File: src/rtl/vc_control_pkg.sv
// ---------------------------------------------------------------------------
// vc_control_pkg
//   Shared types for the victim-cache controller. It fixes the geometry of
//   the 8-way fully-associative victim cache and defines the controller state
//   encoding. It also provides a helper that extracts the least-recently-used
//   way from the datapath's LRU stack.
// ---------------------------------------------------------------------------
package vc_control_pkg;

  localparam int VC_WAYS     = 8;
  localparam int VC_LRU_BITS = 24;   // 8 ways x 3-bit way numbers, MRU first

  typedef logic [2:0] vc_way_t;

  typedef enum logic [2:0] {
    S_IDLE,
    S_LOOKUP,
    S_HIT_UPD,
    S_READ_MEM,
    S_WRITEBACK,
    S_INSERT
  } vc_state_t;

  // The LRU stack holds way numbers from MRU (top) to LRU (bottom). The
  // replacement victim is therefore always the bottom entry.
  function automatic vc_way_t lru_way(input logic [VC_LRU_BITS-1:0] lru_stack);
    return lru_stack[2:0];
  endfunction

endpackage

File: src/rtl/vc_control.sv
// ---------------------------------------------------------------------------
// vc_control
//   Sequencing controller for the victim cache that sits between L2 and
//   physical memory. It services two kinds of L2 requests:
//     - Read lookups. A hit returns victim-cache data. A miss is forwarded to
//       memory and is not allocated in the victim cache.
//     - Evictions (clean or dirty). The evicted line is inserted into the
//       victim cache. Inserting into a dirty LRU way first writes that way
//       back to memory.
//
// Ports
//   clk, reset_n      clock, asynchronous active-low reset
//   l2_read/l2_write  L2 request; each is held until vc_resp
//   l2_dirty          dirty flag of the evicted line
//   vc_resp           one-cycle completion pulse to L2
//   vc_rdata_sel      L2 read data source (0 hit way, 1 pmem)
//   VC_hit, VC_hit_dirty, hit_way   tag-match results from the datapath
//   VC_LRU_dirty      dirty bit of the way currently selected by data_index
//   LRU_out           LRU stack ([23:21] MRU way ... [2:0] LRU way)
//   data_index        way select to the datapath
//   load_VC, load_VC_dirty, VC_dirty_bit, load_LRU   datapath write controls
//   pmem_read/pmem_write/pmem_adr_sel, pmem_resp     memory handshake
// ---------------------------------------------------------------------------
module vc_control
  import vc_control_pkg::*;
(
  input  logic                   clk,
  input  logic                   reset_n,
  // L2 side
  input  logic                   l2_read,
  input  logic                   l2_write,
  input  logic                   l2_dirty,
  output logic                   vc_resp,
  output logic                   vc_rdata_sel,
  // Datapath status
  input  logic                   VC_hit,
  input  logic                   VC_hit_dirty,
  input  logic                   VC_LRU_dirty,
  input  logic [2:0]             hit_way,
  input  logic [VC_LRU_BITS-1:0] LRU_out,
  // Datapath control
  output logic [2:0]             data_index,
  output logic                   load_VC,
  output logic                   load_VC_dirty,
  output logic                   VC_dirty_bit,
  output logic                   load_LRU,
  // Physical memory
  output logic                   pmem_read,
  output logic                   pmem_write,
  output logic                   pmem_adr_sel,
  input  logic                   pmem_resp
);

  vc_state_t state, state_next;

  logic    op_write_q;     // current request is an eviction (else a read)
  vc_way_t hit_way_q;      // way matched during LOOKUP
  logic    hit_dirty_q;    // dirty bit of that way at LOOKUP
  vc_way_t victim_way_q;   // LRU way captured at LOOKUP

  // The op type is captured when the request is accepted, because LOOKUP
  // needs it to choose the next state. An eviction wins over a read that is
  // asserted in the same cycle. That read stays pending and is picked up
  // after the eviction's vc_resp.
  // NOTE: state registers use non-blocking assignments so that every flop
  // samples pre-edge values, regardless of statement order.
  // NOTE: all control registers are reset here. The way arrays live in the
  // datapath and are deliberately left unreset, because valid bits alone
  // decide hits.
  always_ff @(posedge clk or negedge reset_n) begin
    if (!reset_n) begin
      state        <= S_IDLE;
      op_write_q   <= 1'b0;
      hit_way_q    <= '0;
      hit_dirty_q  <= 1'b0;
      victim_way_q <= '0;
    end else begin
      state <= state_next;
      if (state == S_IDLE && (l2_write || l2_read)) begin
        op_write_q <= l2_write;
      end
      if (state == S_LOOKUP) begin
        hit_way_q    <= hit_way;
        hit_dirty_q  <= VC_hit_dirty;
        victim_way_q <= lru_way(LRU_out);
      end
    end
  end

  // NOTE: every output and the next state get a default before the case, so
  // no path through this block can infer a latch.
  always_comb begin
    state_next    = state;
    vc_resp       = 1'b0;
    vc_rdata_sel  = 1'b0;
    data_index    = '0;
    load_VC       = 1'b0;
    load_VC_dirty = 1'b0;
    VC_dirty_bit  = 1'b0;
    load_LRU      = 1'b0;
    pmem_read     = 1'b0;
    pmem_write    = 1'b0;
    pmem_adr_sel  = 1'b0;

    unique case (state)
      S_IDLE: begin
        if (l2_write || l2_read) state_next = S_LOOKUP;
      end

      // Present the LRU way so that VC_LRU_dirty reflects the would-be victim
      // while the tag compare resolves in the same cycle.
      S_LOOKUP: begin
        data_index = lru_way(LRU_out);
        if (VC_hit)           state_next = S_HIT_UPD;
        else if (!op_write_q) state_next = S_READ_MEM;
        else if (VC_LRU_dirty) state_next = S_WRITEBACK;
        else                  state_next = S_INSERT;
      end

      // A write hit must never clean a dirty line. A clean re-eviction of a
      // line that is already dirty in the victim cache keeps it dirty.
      S_HIT_UPD: begin
        data_index   = hit_way_q;
        load_LRU     = 1'b1;
        vc_resp      = 1'b1;
        vc_rdata_sel = 1'b0;
        if (op_write_q) begin
          load_VC       = 1'b1;
          load_VC_dirty = 1'b1;
          VC_dirty_bit  = l2_dirty | hit_dirty_q;
        end
        state_next = S_IDLE;
      end

      // Read miss: memory data goes straight to L2 and is not allocated here.
      S_READ_MEM: begin
        pmem_read    = 1'b1;
        vc_rdata_sel = 1'b1;
        if (pmem_resp) begin
          vc_resp    = 1'b1;
          state_next = S_IDLE;
        end
      end

      S_WRITEBACK: begin
        data_index   = victim_way_q;
        pmem_write   = 1'b1;
        pmem_adr_sel = 1'b1;
        if (pmem_resp) state_next = S_INSERT;
      end

      S_INSERT: begin
        data_index    = victim_way_q;
        load_VC       = 1'b1;
        load_VC_dirty = 1'b1;
        load_LRU      = 1'b1;
        VC_dirty_bit  = l2_dirty;
        vc_resp       = 1'b1;
        state_next    = S_IDLE;
      end

      default: state_next = S_IDLE;
    endcase
  end

  // L2 must hold the request that started this operation until vc_resp.
  a_req_held: assert property (
    @(posedge clk) disable iff (!reset_n)
    (state != S_IDLE) |-> (op_write_q ? l2_write : l2_read)
  );

endmodule

File: config.mk
export PLATFORM = sky130hd
export DESIGN_NAME = vc_control
export DESIGN_NICKNAME = d
export VERILOG_FILES = /design/src/rtl/vc_control_pkg.sv /design/src/rtl/vc_control.sv
export SDC_FILE = /design/constraint.sdc
export NUM_CORES = 1
export LEC_CHECK = 0
export BUFFER_PORTS_ARGS = -buffer_cell sky130_fd_sc_hd__buf_2
export CORE_UTILIZATION = 41
export CTS_CLUSTER_DIAMETER = 120
export CTS_CLUSTER_SIZE = 16
export DETAILED_ROUTE_END_ITERATION = 6
export GPL_TIMING_DRIVEN = 0
export HOLD_SLACK_MARGIN = 0.15
export PLACE_DENSITY = 0.83
export REMOVE_ABC_BUFFERS = 1
export SYNTH_ARGS = -nofsm -noshare
export SYNTH_HDL_FRONTEND = slang
export SYNTH_SLANG_ARGS = --single-unit
File: constraint.sdc
create_clock -name clk -period 2.4 [get_ports clk]
set_input_delay 0.48 -clock clk [delete_from_list [all_inputs] [get_ports clk]]
set_output_delay 0.48 -clock clk [all_outputs]
set_load 0.02 [all_outputs]
Word level (Yosys, flattened, before mapping). Cells that the tools add are included.

Register bits after elaboration: 11. Latch bits: 0. RAM bits: 0. ROM bits: 0. Input bits: 36. Memories kept: 0.

Add/subtract/negate cells: 0. $mul: 0. Div/mod/pow operators: 0. $lt $le $gt $ge: 0. Equality and inequality tests: 8. Shift-type cells: 0. Multiplexer cells: 17. Bitwise logic cells: 1. Reduce and logical (&&, ||, !) cells: 6.

Operators by type and width (number): 2-to-1 mux 3 bit (5); one-hot mux 3 bit (4 select lines) (1); one-hot mux 3 bit (3 select lines) (1); 2-to-1 mux 1 bit (7); == test 3 x 2 -> 1 bit, second input constant (2); == test 3 bit, second input constant (2); one-hot mux 1 bit (2 select lines) (3); != test 2 bit, second input constant (2); OR reduction 2 bit (2); == test 3 x 1 -> 1 bit, second input constant (1); logical NOT 3 bit (1); AND reduction 3 bit (1); != test 2 x 1 -> 1 bit, second input constant (1); logical AND 1 bit (1); logical OR 1 bit (1); bitwise OR 1 bit (1).

Depth between registers and ports, before layout. Gate-level depths: netlist of run 1.

Depth after elaboration: 4. Gate-level depth with buffers: 5.

Worst setup path after synthesis of run 1. Ideal clock, no wire load.

Path type: register -> output. Start: reg state[1]. End: out pmem_write. Arrival: 1.448 ns. Data required time: 1.920 ns. Path slack: 0.472 ns. Cell stages (with the launch flop): 4. Buffers on the path: 2. Cells stage by stage: dfrtp_1 -> buf_6 -> nor3b_1 -> buf_4.

Longest elaborated chain between the ends: 2.

RTL lines: from (decl) (RTL line vc_control.sv:54) `vc_state_t state, state_next;`; from (signal assigned) (RTL line vc_control.sv:78) `state <= state_next;`; == test 3 bit; 2-to-1 mux 1 bit; to (decl) (RTL line vc_control.sv:49) `output logic pmem_write,`.

No other way between the ends.

Worst setup path after layout of run 1.
Start: reg state[1]. End: out vc_resp.

Longest elaborated chain between the ends: 3. Elaborated cells between the ends (all ways): 5.

RTL lines: == test 3 x 2 -> 1 bit / == test 3 bit (equally long branches) (RTL line vc_control.sv:105) `unique case (state)`; OR reduction 2 bit (no line); one-hot mux 1 bit (2 select lines) * (RTL line vc_control.sv:105); to (decl) (RTL line vc_control.sv:33) `output logic vc_resp,`.

Mark *: on every way between the ends. The rest lies on a longest branch, timed or not.

==> flow_summary.json, run 1 <==
{
  "synth_seq_area_share_pct": 44.53,
  "pin_count": 48,
  "rsz0062_at_grt": "false",
  "period_minus_slack_ns": 2.144,
  "ant_nets": 0,
  "ys_ff_latch": 11,
  "area_growth_syn_to_layout_pct": 23.48,
  "chipWidth_um": 40.83,
  "clkPwrFrac_pct": 11.7,
  "crit_chain": "nor3b_2 -> or2_1 -> a21o_1 -> buf_2",
  "fp.dieArea_um2": 1667,
  "clock_path_buffers": 2,
  "finalSetupTns_ns": 0,
  "place_congestion": 0.7987,
  "rrSetupSlack_ns": 0.89,
  "tightest_slew_ns": 0.4770,
  "relSlewSlack_pct": 68.17,
  "synth.area.top_cells": "dfrtp_1 (45%), mux2_2 (13%), nand2_1 (5.5%), a22oi_1 (4.9%), buf_4 (3.6%)",
  "rr_startpoint": "state[1]",
  "syn_avg_cell_area_um2": 10.66,
  "critPathRequiredTime_ns": 1.92,
  "clock_sinks": 11,
  "yosys_most_used_dff": "dfrtp_1",
  "fin_crit_sh_pct": 89.35,
  "path_clk_slew_ns": 0.08,
  "slew_viol_final": 0,
  "pwr-share-comb_pct": 53.5,
  "cts_buffers": 3,
  "p_seq_share_pct": 34.7,
  "endpoint_kind": "output pin",
  "async_reset_ff_share_pct": 100.0,
  "vias_per_cell": 5.374,
  "synth_edf_count": 0,
  "clock_latency_ns": 0.27,
  "reg2reg_to": "hit_way_q[0]",
  "synth_cell_types": 21,
  "path_max_fanout": 11,
  "syn-cell-area_um2": 618.1,
  "cp_slowest_cell": "dfrtp_1",
  "vias": 532,
  "wl_per_cell_um": 12.84,
  "p_total_mw": 1.103,
  "path_delay_family": "simple AND/OR/NAND/NOR gates",
  "postSynthCellCount": 58,
  "drtIter0Drc": 16,
  "numPortBuffers": 26,
  "worstHoldStart": "VC_hit_dirty",
  "p_leak_nw": 0.4067,
  "outcome": "finished, final reports clean",
  "drive_gt1_share_pct": 47.62,
  "p_int_uw": 618.3,
  "switching_share_pct": 43.94,
  "crit_type": "reg2out",
  "setup_viol": 0,
  "cts_tree": "done",
  "grt_pass1_wl_mm": 1.911,
  "h-tree-depth": 1,
  "start_util_pct": 45.78,
  "routed_wirelength_mm": 1.271,
  "min_path_type": "in2reg",
  "arrival_ns": 1.66,
  "synth.most_common_cell": "dfrtp_1",
  "n_antenna_cell": 0,
  "reg2regPathDepth": 2,
  "cpPeakStageDelay_ns": 0.54,
  "first_pass_iters": 4,
  "fp.dieH_um": 40.83,
  "instances_no_fill": 99,
  "worst-path-buf-inv": 1,
  "start_kind": "flip-flop",
  "grt_max_degree": 12,
  "synth_commonest_cells": "dfrtp_1 (11), nand2_1 (9), mux2_2 (7)",
  "drc_errors": 0,
  "cap_violations": 0,
  "overflow": 0,
  "netSwitchingPower_uw": 484.5,
  "layout.nets": 121,
  "ys_warn_count": 0,
  "grt_antenna_before_repair": 0,
  "hold_path_end": "hit_dirty_q",
  "dp_cells": 94,
  "final.setup_skew_ns": 0.006502,
  "grt_pass1_vias": 458,
  "timing.fmax_mhz": 466.3,
  "yosysTopAreaCell": "dfrtp_1",
  "hold_depth": 2,
  "fp-row-count": 13,
  "final_hold_viol_count": 0,
  "power_density_nw_per_um2": 1445,
  "placed_area_um2": 721.9,
  "peakVddDrop_mv": 0.7004,
  "fin_area_um2": 763.2,
  "core-area_um2": 1350,
  "grt_use_total_pct": 18.56,
  "root_buffer": "clkbuf_4",
  "synth_top_area_share_pct": 44.53
}
==> what timing repair did <==
item,CTS,global route
setup endpoints to repair,0,8
hold endpoints to repair,11,0
setup buffers,0,0
resized for setup,0,1
hold buffers,1,0
==> worst register-to-register path, cell delays in order (launching register included) <==
cell,delay [ns]
dfrtp_1,0.50
nor3b_4,0.49
mux2_2,0.40
==> through the flow <==
step | hold WS (ns) | utilization [%] | setup WS [ns]
finish | 0.4411 | 56.53 | 0.2555
global placement | 0.3627 | 53.48 | 0.3383
floorplan | 0.1844 | - | 0.3687
CTS | 0.4339 | 56.16 | 0.04649
detailed placement | 0.3611 | 53.48 | 0.3441
global route | 0.4384 | 56.53 | 0.1425
==> area by class of cell <==
class / instances / area (um2)
Multi-Input combinational cell: 39 / 291.5
Timing Repair Buffer: 27 / 140.1
Sequential cell: 11 / 275.3
Fill cell: 124 / 586.8
Inverter: 3 / 11.26
Tap cell: 15 / 18.77
Clock buffer: 4 / 26.28
==> flip-flops by register name (all words and copies together), names as in the netlist <==
register      flops
hit_way_q         3
hit_dirty_q       1
victim_way_q      3
state             3
op_write_q        1
==> power by group through the flow <==
stage          sequential (mW)  combinational, mW  clock [mW]
2_1_floorplan            0.357              0.438           0
3_3_place_gp             0.377              0.579           0
3_5_place_dp             0.382              0.590           0
4_1_cts                  0.378              0.592       0.134
5_1_grt                  0.398              0.644       0.144
6_report                 0.383              0.590       0.129
==> cell families (layout without fill, tap and decap cells) <==
| family | Yosys count | after routing | synth area share, % |
|---|---|---|---|
| simple gates | 17 | 17 | 16.19 |
| compound gates | 15 | 15 | 17.41 |
| flops | 11 | 11 | 44.53 |
| buf+inv | 8 | 34 | 9.109 |
| mux | 7 | 7 | 12.75 |
==> routing by layer <==
layer / wire length, um / share of wire (%) / global-route usage (%)
met5: 0 / 0 / 0
met4: 25 / 2.0 / 15.00
met3: 82 / 6.5 / 3.261
met2: 604 / 48 / 30.08
met1: 558 / 44 / 21.09
==> worst max path at each step <==
stage | startpoint | endpoint | slack, ns | depth (start not counted)
6_report | state[1] | vc_resp | 0.26 | 4
2_1_floorplan | state[2] | pmem_adr_sel | 0.37 | 1
4_1_cts | state[1] | vc_resp | 0.05 | 4
5_1_grt | state[1] | data_index[2] | 0.14 | 4
3_5_place_dp | state[1] | vc_resp | 0.34 | 4
3_3_place_gp | state[1] | vc_resp | 0.34 | 4
==> placed cells by master, fill, tap and decap left out, drive strengths merged <==
cell type / n
or2: 2
clkbuf: 4
mux2: 7
a21oi: 1
o21ai: 3
o311a: 1
and3b: 1
buf: 26
inv: 3
dlygate4sd3: 1
o211ai: 2
nor2b: 1
a22oi: 4
nand2: 9
a31o: 1
nor3: 1
a22o: 1
dfrtp: 11
a21o: 2
nor3b: 3
(Power assumes the default switching activity.)
==> run 2: changes to the inputs <==
--- a/config.mk
+++ b/config.mk
@@ -6,13 +6,14 @@
 export NUM_CORES = 1
 export LEC_CHECK = 0
 export BUFFER_PORTS_ARGS = -buffer_cell sky130_fd_sc_hd__buf_2
-export CORE_UTILIZATION = 41
+export CORE_UTILIZATION = 43
+export CTS_BUF_LIST = sky130_fd_sc_hd__clkbuf_4
 export CTS_CLUSTER_DIAMETER = 120
 export CTS_CLUSTER_SIZE = 16
 export DETAILED_ROUTE_END_ITERATION = 6
 export GPL_TIMING_DRIVEN = 0
 export HOLD_SLACK_MARGIN = 0.15
-export PLACE_DENSITY = 0.83
+export PLACE_DENSITY = 0.86
 export REMOVE_ABC_BUFFERS = 1
 export SYNTH_ARGS = -nofsm -noshare
 export SYNTH_HDL_FRONTEND = slang
==> run 2 against run 1 <==
Sequential cell count unchanged. Clock skew down 0.0031 ns. Setup slack worse by 0.12 ns. Critical path type unchanged. Die area fell by 4.4%. Combinational power shrank 2%. Wire length is 6.3% lower. Global-route usage grew 0.16 points. Utilization is 1.3 points higher. Via count is 3.8% lower. Sequential power about the same.
==> flow_summary.json, run 2 (synthesized netlist as in run 1, its figures left out) <==
{
  "cts_buffers": 3,
  "hold_path_end": "hit_dirty_q",
  "path_max_fanout": 11,
  "grt_antenna_before_repair": 0,
  "chipWidth_um": 39.92,
  "root_buffer": "clkbuf_4",
  "drive_gt1_share_pct": 47.62,
  "vias_per_cell": 5.172,
  "rsz0062_at_grt": "false",
  "final_hold_viol_count": 0,
  "rr_startpoint": "state[1]",
  "routed_wirelength_mm": 1.191,
  "fp.dieH_um": 39.92,
  "rrSetupSlack_ns": 0.90,
  "place_congestion": 0.8217,
  "drc_errors": 0,
  "min_path_type": "in2reg",
  "drtIter0Drc": 10,
  "ctsResizeCount": 0,
  "core-area_um2": 1318,
  "arrival_ns": 1.79,
  "pre_cts_slack_ns": 0.4414,
  "grt_use_total_pct": 18.72,
  "relSlewSlack_pct": 63.24,
  "post-route-util_pct": 57.83,
  "wl_per_cell_um": 12.03,
  "reg2regPathDepth": 2,
  "setup_viol": 0,
  "finalSetupTns_ns": 0,
  "reg2reg_to": "victim_way_q[2]",
  "numPortBuffers": 26,
  "crit_type": "reg2out",
  "vias": 512,
  "grt_pass1_wl_mm": 1.932,
  "pin_count": 48,
  "final_common_cell": "buf_2",
  "cts_tree": "done",
  "overflow": 0,
  "post_cts_buffers": 0,
  "place_hpwl_um": 880.7,
  "peakVddDrop_mv": 0.6350,
  "placed_area_um2": 721.9,
  "endpoint_kind": "output pin",
  "start_util_pct": 46.91,
  "fin_crit_sh_pct": 94.43,
  "outcome": "finished, final reports clean",
  "clock_latency_ns": 0.26,
  "final.setup_skew_ns": 0.003449,
  "worstHoldStart": "VC_hit_dirty",
  "clock_sinks": 11,
  "h-tree-depth": 1,
  "clock_path_buffers": 2,
  "start_kind": "flip-flop",
  "grt_max_degree": 12,
  "tightest_slew_ns": 0.5501,
  "ant_nets": 0,
  "critPathRequiredTime_ns": 1.92,
  "mostFrequentLayoutCells": "buf_2 (26), dfrtp_1 (11), nand2_1 (9)",
  "fin_ws_ns": 0.1338,
  "first_pass_iters": 4,
  "fp-row-count": 13,
  "n_antenna_cell": 0,
  "period_minus_slack_ns": 2.266,
  "timing.fmax_mhz": 441.3,
  "fin_area_um2": 762.0,
  "power_density_nw_per_um2": 1435,
  "largestRegisters": "hit_way_q (3), state (3), victim_way_q (3)",
  "p_leak_nw": 0.4076,
  "layout.nets": 121,
  "area_growth_syn_to_layout_pct": 23.28,
  "grt_pass1_vias": 455,
  "cap_violations": 0,
  "hold_depth": 2,
  "slew_viol_final": 0,
  "filler_cell_count": 118,
  "hold_ws_ns": 0.4417,
  "path_clk_slew_ns": 0.07,
  "fp.dieArea_um2": 1593
}
## run 2: changes by cell type in the layout (fill, tap and decap cells not counted)
cell | previous run | this run
nor3b_2 | 1 | 0
clkbuf_1 | 1 | 0
clkbuf_4 | 3 | 4
nor3b_1 | 1 | 2
## run 2: what timing repair did
action | CTS | global route
endpoints found under the hold margin | 11 | 0
hold buffers | 1 | 0
setup endpoints to repair | 0 | 0
## run 2: worst max-delay path by stage
stage,startpoint,endpoint,cells after the start
3_5_place_dp,state[1],vc_resp,4
4_1_cts,state[1],vc_resp,4
6_report,state[1],vc_resp,4
2_1_floorplan,state[2],pmem_adr_sel,1
5_1_grt,state[1],vc_resp,4
3_3_place_gp,state[1],vc_resp,4
## run 2: cell type report
cell class	count	area (um2)	area share [%]
tap	15	18.77	2.463
inverter	3	11.26	1.478
multi-input combinational	39	286.5	37.60
clock buffer	4	30.03	3.941
timing repair buffer	27	140.1	18.39
sequential	11	275.3	36.12
## run 2: through the flow
stage          instances  total power, mW
2_1_floorplan         53           0.7950
3_3_place_gp          94           0.9520
3_5_place_dp          94           0.9619
4_1_cts               99            1.102
5_1_grt               99            1.168
6_report              99            1.094
## run 2: metal layers
layer / up-vias / wire length, um / global-route usage (%)
met2: 19 / 581 / 26.21
li1: 257 / - / -
met5: - / 0 / 0
met3: 2 / 63 / 5.114
met4: 0 / 1 / 7.759
met1: 234 / 545 / 26.79
## run 2: worst max-delay path, stage by stage, from the launching register on
cell and delay, ns:
dfrtp_1 0.55, nor3b_1 0.52, or2_1 0.21, a21o_1 0.09, buf_2 0.15
## run 2: power by group
part | internal [mW] | switching [mW] | total, mW
Sequential | 0.281 | 0.0991 | 0.380
Clock | 0.0755 | 0.0604 | 0.136
Combinational | 0.271 | 0.307 | 0.578
Total | 0.627 | 0.467 | 1.09
